$ cat src/rtl/reaction_display_scan.sv
// Binary-to-BCD display path: sequential double-dabble conversion with a load/busy
// handshake, committed digit hold, and a time-multiplexed 7-segment scan.
module reaction_display_scan #(
  parameter int unsigned IN_WIDTH   = 14,
  parameter int unsigned NUM_DIGITS = 4,
  parameter int unsigned SCAN_DIV   = 1000,
  parameter int unsigned BLANK_LZ   = 1
) (
  input  logic                  clk,
  input  logic                  reset,
  input  logic [IN_WIDTH-1:0]   value,
  input  logic                  load,
  output logic                  busy,
  output logic                  overflow,
  output logic [6:0]            seg,
  output logic [NUM_DIGITS-1:0] an
);

  localparam int unsigned BW   = 4 * NUM_DIGITS;
  localparam int unsigned SCW  = (SCAN_DIV > 1) ? $clog2(SCAN_DIV) : 1;
  localparam int unsigned IW   = (NUM_DIGITS > 1) ? $clog2(NUM_DIGITS) : 1;
  localparam int unsigned CNTW = $clog2(IN_WIDTH + 1);
  localparam int unsigned PW   = IN_WIDTH + 5;

  // Smallest value that no longer fits in NUM_DIGITS decimal digits, saturated at 2^IN_WIDTH
  // so that an input range too narrow to overflow never flags.
  function automatic logic [PW-1:0] ovf_limit();
    logic [PW-1:0] p;
    p = PW'(1);
    for (int i = 0; i < int'(NUM_DIGITS); i++) begin
      p = p * PW'(10);
      if (p > (PW'(1) << IN_WIDTH)) p = PW'(1) << IN_WIDTH;
    end
    return p;
  endfunction

  localparam logic [PW-1:0] OVF_LIM = ovf_limit();

  typedef enum logic [1:0] {
    IDLE   = 2'd0,
    SHIFT  = 2'd1,
    COMMIT = 2'd2
  } state_t;

  state_t              state_q;
  state_t              state_d;
  logic                start_c;
  logic                shift_c;
  logic                commit_c;

  logic [IN_WIDTH-1:0] sh;
  logic [BW-1:0]       bcd;
  logic [BW-1:0]       bcd_next_c;
  logic [CNTW-1:0]     bit_cnt;
  logic                ovf_pend;
  logic [BW-1:0]       disp;

  logic [SCW-1:0]        scan_cnt;
  logic [IW-1:0]         idx;
  logic [NUM_DIGITS-1:0] lz_c;
  logic [3:0]            cur_c;
  logic                  blank_c;
  logic [6:0]            seg_c;
  logic [NUM_DIGITS-1:0] an_c;

  // Conversion FSM: state register
  always_ff @(posedge clk or posedge reset) begin
    if (reset) begin
      state_q <= IDLE;
      busy    <= 1'b0;
    end else begin
      state_q <= state_d;
      busy    <= (state_d != IDLE);
    end
  end

  // Conversion FSM: next state and datapath strobes
  always_comb begin
    state_d  = state_q;
    start_c  = 1'b0;
    shift_c  = 1'b0;
    commit_c = 1'b0;
    case (state_q)
      IDLE: begin
        if (load) begin
          start_c = 1'b1;
          state_d = SHIFT;
        end
      end
      SHIFT: begin
        shift_c = 1'b1;
        if (bit_cnt == CNTW'(IN_WIDTH - 1)) state_d = COMMIT;
      end
      COMMIT: begin
        commit_c = 1'b1;
        state_d  = IDLE;
      end
      default: state_d = IDLE;
    endcase
  end

  // One double-dabble step: add-3 on nibbles >= 5, then shift in the next input MSB.
  // The carry out of the top nibble is dropped; such values are flagged by ovf_pend.
  always_comb begin
    logic [3:0] nib;
    logic       cin;
    bcd_next_c = '0;
    cin        = sh[IN_WIDTH-1];
    for (int i = 0; i < int'(NUM_DIGITS); i++) begin
      nib = bcd[4*i +: 4];
      if (nib >= 4'd5) nib = nib + 4'd3;
      bcd_next_c[4*i +: 4] = {nib[2:0], cin};
      cin = nib[3];
    end
  end

  always_ff @(posedge clk or posedge reset) begin
    if (reset) begin
      sh       <= '0;
      bcd      <= '0;
      bit_cnt  <= '0;
      ovf_pend <= 1'b0;
      disp     <= '0;
      overflow <= 1'b0;
    end else begin
      if (start_c) begin
        sh       <= value;
        bcd      <= '0;
        bit_cnt  <= '0;
        ovf_pend <= (PW'(value) >= OVF_LIM);
      end
      if (shift_c) begin
        sh      <= sh << 1;
        bcd     <= bcd_next_c;
        bit_cnt <= bit_cnt + CNTW'(1);
      end
      if (commit_c) begin
        disp     <= bcd;
        overflow <= ovf_pend;
      end
    end
  end

  // Digit scan timebase, free-running and independent of conversion
  always_ff @(posedge clk or posedge reset) begin
    if (reset) begin
      scan_cnt <= '0;
      idx      <= '0;
    end else if (scan_cnt == SCW'(SCAN_DIV - 1)) begin
      scan_cnt <= '0;
      idx      <= (idx == IW'(NUM_DIGITS - 1)) ? '0 : idx + IW'(1);
    end else begin
      scan_cnt <= scan_cnt + SCW'(1);
    end
  end

  // lz_c[i]: digits i..NUM_DIGITS-1 are all zero
  always_comb begin
    logic run;
    run  = 1'b1;
    lz_c = '0;
    for (int i = int'(NUM_DIGITS) - 1; i >= 0; i--) begin
      run     = run & (disp[4*i +: 4] == 4'd0);
      lz_c[i] = run;
    end
  end

  always_comb begin
    cur_c   = 4'd0;
    blank_c = 1'b0;
    for (int i = 0; i < int'(NUM_DIGITS); i++) begin
      if (idx == IW'(i)) begin
        cur_c   = disp[4*i +: 4];
        blank_c = lz_c[i] && (i != 0);
      end
    end
  end

  // Segment pattern, overflow dash taking priority over blanking
  always_comb begin
    case (cur_c)
      4'd0:    seg_c = 7'h3F;
      4'd1:    seg_c = 7'h06;
      4'd2:    seg_c = 7'h5B;
      4'd3:    seg_c = 7'h4F;
      4'd4:    seg_c = 7'h66;
      4'd5:    seg_c = 7'h6D;
      4'd6:    seg_c = 7'h7D;
      4'd7:    seg_c = 7'h07;
      4'd8:    seg_c = 7'h7F;
      4'd9:    seg_c = 7'h6F;
      default: seg_c = 7'h00;
    endcase
    if ((BLANK_LZ != 0) && blank_c) seg_c = 7'h00;
    if (overflow) seg_c = 7'h40;
    an_c = NUM_DIGITS'(1) << idx;
  end

  always_ff @(posedge clk or posedge reset) begin
    if (reset) begin
      seg <= 7'h00;
      an  <= '0;
    end else begin
      seg <= seg_c;
      an  <= an_c;
    end
  end

endmodule

$ cat config.mk
export PLATFORM = sky130hd
export DESIGN_NAME = reaction_display_scan
export DESIGN_NICKNAME = d
export VERILOG_FILES = /design/src/rtl/reaction_display_scan.sv
export SDC_FILE = /design/constraint.sdc
export NUM_CORES = 1
export LEC_CHECK = 0
export CAP_MARGIN = 25
export CORE_ASPECT_RATIO = 0.75
export CORE_MARGIN = 2
export CORE_UTILIZATION = 52
export DETAILED_ROUTE_END_ITERATION = 16
export PLACE_DENSITY = 0.76
export SETUP_SLACK_MARGIN = 0.2
export SLEW_MARGIN = 30
export SYNTH_ARGS = -nofsm -noshare
export SYNTH_HDL_FRONTEND = slang
export SYNTH_SLANG_ARGS = --single-unit
$ cat constraint.sdc
create_clock -name clk -period 2.92 [get_ports clk]
set_input_delay 0.876 -clock clk [delete_from_list [all_inputs] [get_ports clk]]
set_output_delay 0.876 -clock clk [all_outputs]
set_load 0.01 [all_outputs]
==> out/metrics.cfg <==
[synth]
ys_warn_count=0
synth_edf_count=0
yosysTopAreaCell=dfrtp_1
synthFlopType=dfrtp_1
synthCells=370
ys_types=50
synth.net_count=407
async_reset_ff_share_pct=100
synth.yosys.seq_area_share_pct=50.4
avgSynthCellArea_um2=10.5
yosys-top-cells-area=dfrtp_1 50%, ha_1 6.5%, o21ai_0 4.7%
yosysTopAreaCellShare_pct=50.4
synth_area_mm2=0.00387
ys_ff_latch=78

[sta]
clock_skew_ns=0.0104
tightestPinTransition_ns=0.747
fin_crit_sh_pct=79.4
fmax_ghz=0.432
finalHoldViolations=0
tns_ns=0
setup_viol=0
rsz0062_at_grt=no
drv_slew=0
fin_crit_ns=2.32
slew_headroom_pct=50.1

[clock_network]
cts_resized=0
cts_tree=done
clk_path_buf_depth=2
numClockSinks=78
clock-root-buffer=clkbuf_8
hold_buffers=0
htreeDepth=3
numCtsBuffers=9
clkLatencyLatePin_ns=0.35
clk_pin_slew_ns=0.08
cts_setup_buffers=0

[pwr]
internal-power_mw=2.61
power_density_mw_per_mm2=918
pwr-share-clk_pct=20.2
power.switching_mw=1.54
max-vdd-ir-drop_mv=0.593
p_leak_nw=1.97
pwr-share-seq_pct=41.3
swShare_pct=37.2
comb_power_share_pct=38.5

[critical_path]
endpoint_kind=flop
path_class=reg2reg
cp_max_fo=16
arrival_ns=2.51
critPathSlowestCell=ha_1
crit_path_start_kind=flop
required_ns=3.12
critical-path-max-stage-delay_ns=0.50
path_cells=ha_1 > a211oi_1 > a221o_1 > inv_1 > ha_1 > inv_1 > a31oi_1 > o21ai_0

[place]
portBuffers=29
post-place-cells=494
gp_congestion=0.833
dp.final_hpwl_um=5530

[finish]
area_growth_pct=16.7
n_antenna_cell=0
nFillCells=631
num-nets-final=441
stdcell_count=510
drive_above_1_share_pct=10.8
seq_area_mm2=0.00195
multi_input_area_mm2=0.00175

[routing]
num_vias=2807
first_iter_violations=179
routed_wirelength_um=7690
drc=0
via_per_inst=5.50
first_pass_iters=6
antenna_left=0
wl_per_cell_um=15.1

[global_routing]
antenna_found_initial=0
grt_pass1_vias=2764
grt_usage_pct=20.6
grt_first_pass_wirelength_um=13400
grt_max_degree=32
grt_overflow=0

[floorplan]
io_pins=30
die_area_mm2=0.00816
chipWidth_um=104
floorplan.initialDensity_pct=53.1
core_area_mm2=0.00730
fp-row-count=27
die_y_um=78.7

[job]
maxCapViolCount=0

[hold_path]
hold_path_class=reg2reg

[run_status]
outcome=finished clean

## layout make-up
cell class / count / area share (%)
clock buffers: 11 / 3.35
multi-input cells: 252 / 38.8
clock inverters: 5 / 1.27
inverters: 25 / 2.16
repair buffers: 38 / 8.47
flip-flops and latches: 78 / 43.2
well taps: 101 / 2.79
## worst max-delay path, delay by kind of cell, from the launching register on
kind	cells	cell delay (ns)
buf+inv	2	0.18
fa+ha+maj	2	0.69
compound gates	4	0.88
flops	1	0.40
## power groups by stage
stage	clock [mW]	sequential [mW]	combinational (mW)
finish	0.837	1.71	1.60
global route	0.894	1.76	1.83
CTS	0.855	1.71	1.61
detailed placement	0	1.72	1.59
global placement	0	1.71	1.54
floorplan	0	1.65	1.21
## synth_stat cells, types with 3 or more instances
cell type and count:
a211oi_1 4, a21oi_1 25, a22oi_1 12, a32o_1 4
buf_2 5, clkbuf_1 8, dfrtp_1 78, ha_1 20
inv_1 24, mux2_2 12, mux2i_1 5, nand2_1 22
nand2b_1 5, nand3_1 6, nand3b_1 4, nor2_1 9
nor2b_1 15, nor3b_1 5, nor4_1 5, o21ai_0 36
o21bai_1 3, o22ai_1 11, o31ai_1 4, or3_1 3
xnor2_1 6, xor2_1 7
## worst paths after layout
check	startpoint	cells past startpoint	end	slack, ns
worst min register to register	scan_cnt[0]	1	scan_cnt[0]	0.50
worst min-delay path	scan_cnt[0]	1	scan_cnt[0]	0.50
max in group asynchronous	reset	3	scan_cnt[1]	1.51
worst max-delay path	idx[0]	8	seg[6]	0.60
worst max register to register	idx[0]	8	seg[6]	0.60
min in group asynchronous	reset	2	sh[6]	0.90
## flip-flops by register name, summed over array words and instances, names as in the netlist
| register | flops |
|---|---|
| an | 4 |
| bcd | 16 |
| bit_cnt | 4 |
| busy | 1 |
| disp | 16 |
| idx | 2 |
| overflow | 1 |
| ovf_pend | 1 |
| scan_cnt | 10 |
| seg | 7 |
| sh | 14 |
| state_q | 2 |
## cells by family (layout without fill, tap and decap cells)
family          after synthesis  after routing  synth area share [%]
compound gates              113            113                  18.3
simple gates                 89             89                  12.8
flops                        78             78                  50.4
buf+inv                      40             79                  4.33
fa+ha+maj                    20             20                  6.46
mux                          17             17                  4.78
xor+xnor                     13             13                  2.94
## per-layer routing
| layer | part of all wire, % | global-route usage, % |
|---|---|---|
| met1 | 51 | 28.9 |
| met2 | 44 | 32.1 |
| met3 | 4.0 | 4.93 |
| met4 | 1.3 | 6.49 |
| met5 | 0 | 0 |
## per-stage QoR
step	hold slack (ns)	cell area, um^2	total power, mW	setup WS, ns	utilization [%]
floorplan	0.448	3880	2.86	1.04	-
global placement	0.471	4310	3.25	0.383	59.1
detailed placement	0.478	4310	3.31	0.365	59.1
CTS	0.510	4520	4.17	0.606	62.0
global route	0.524	4520	4.48	0.388	62.0
finish	0.497	4520	4.15	0.603	62.0
## cell usage in the layout (no fill, tap or decap), types with 6 or more instances in the layout
master and instances:
o22ai_1 11, dfrtp_1 78, a21oi_1 25, a22oi_1 12, xnor2_1 6, nor2_1 9, inv_1 23, ha_1 20
mux2_2 12, nand3_1 6, clkdlybuf4s50_1 29, o21ai_0 36, clkbuf_8 11, xor2_1 7, nand2_1 22, buf_4 7
nor2b_1 15
(Power assumes the default switching activity.)
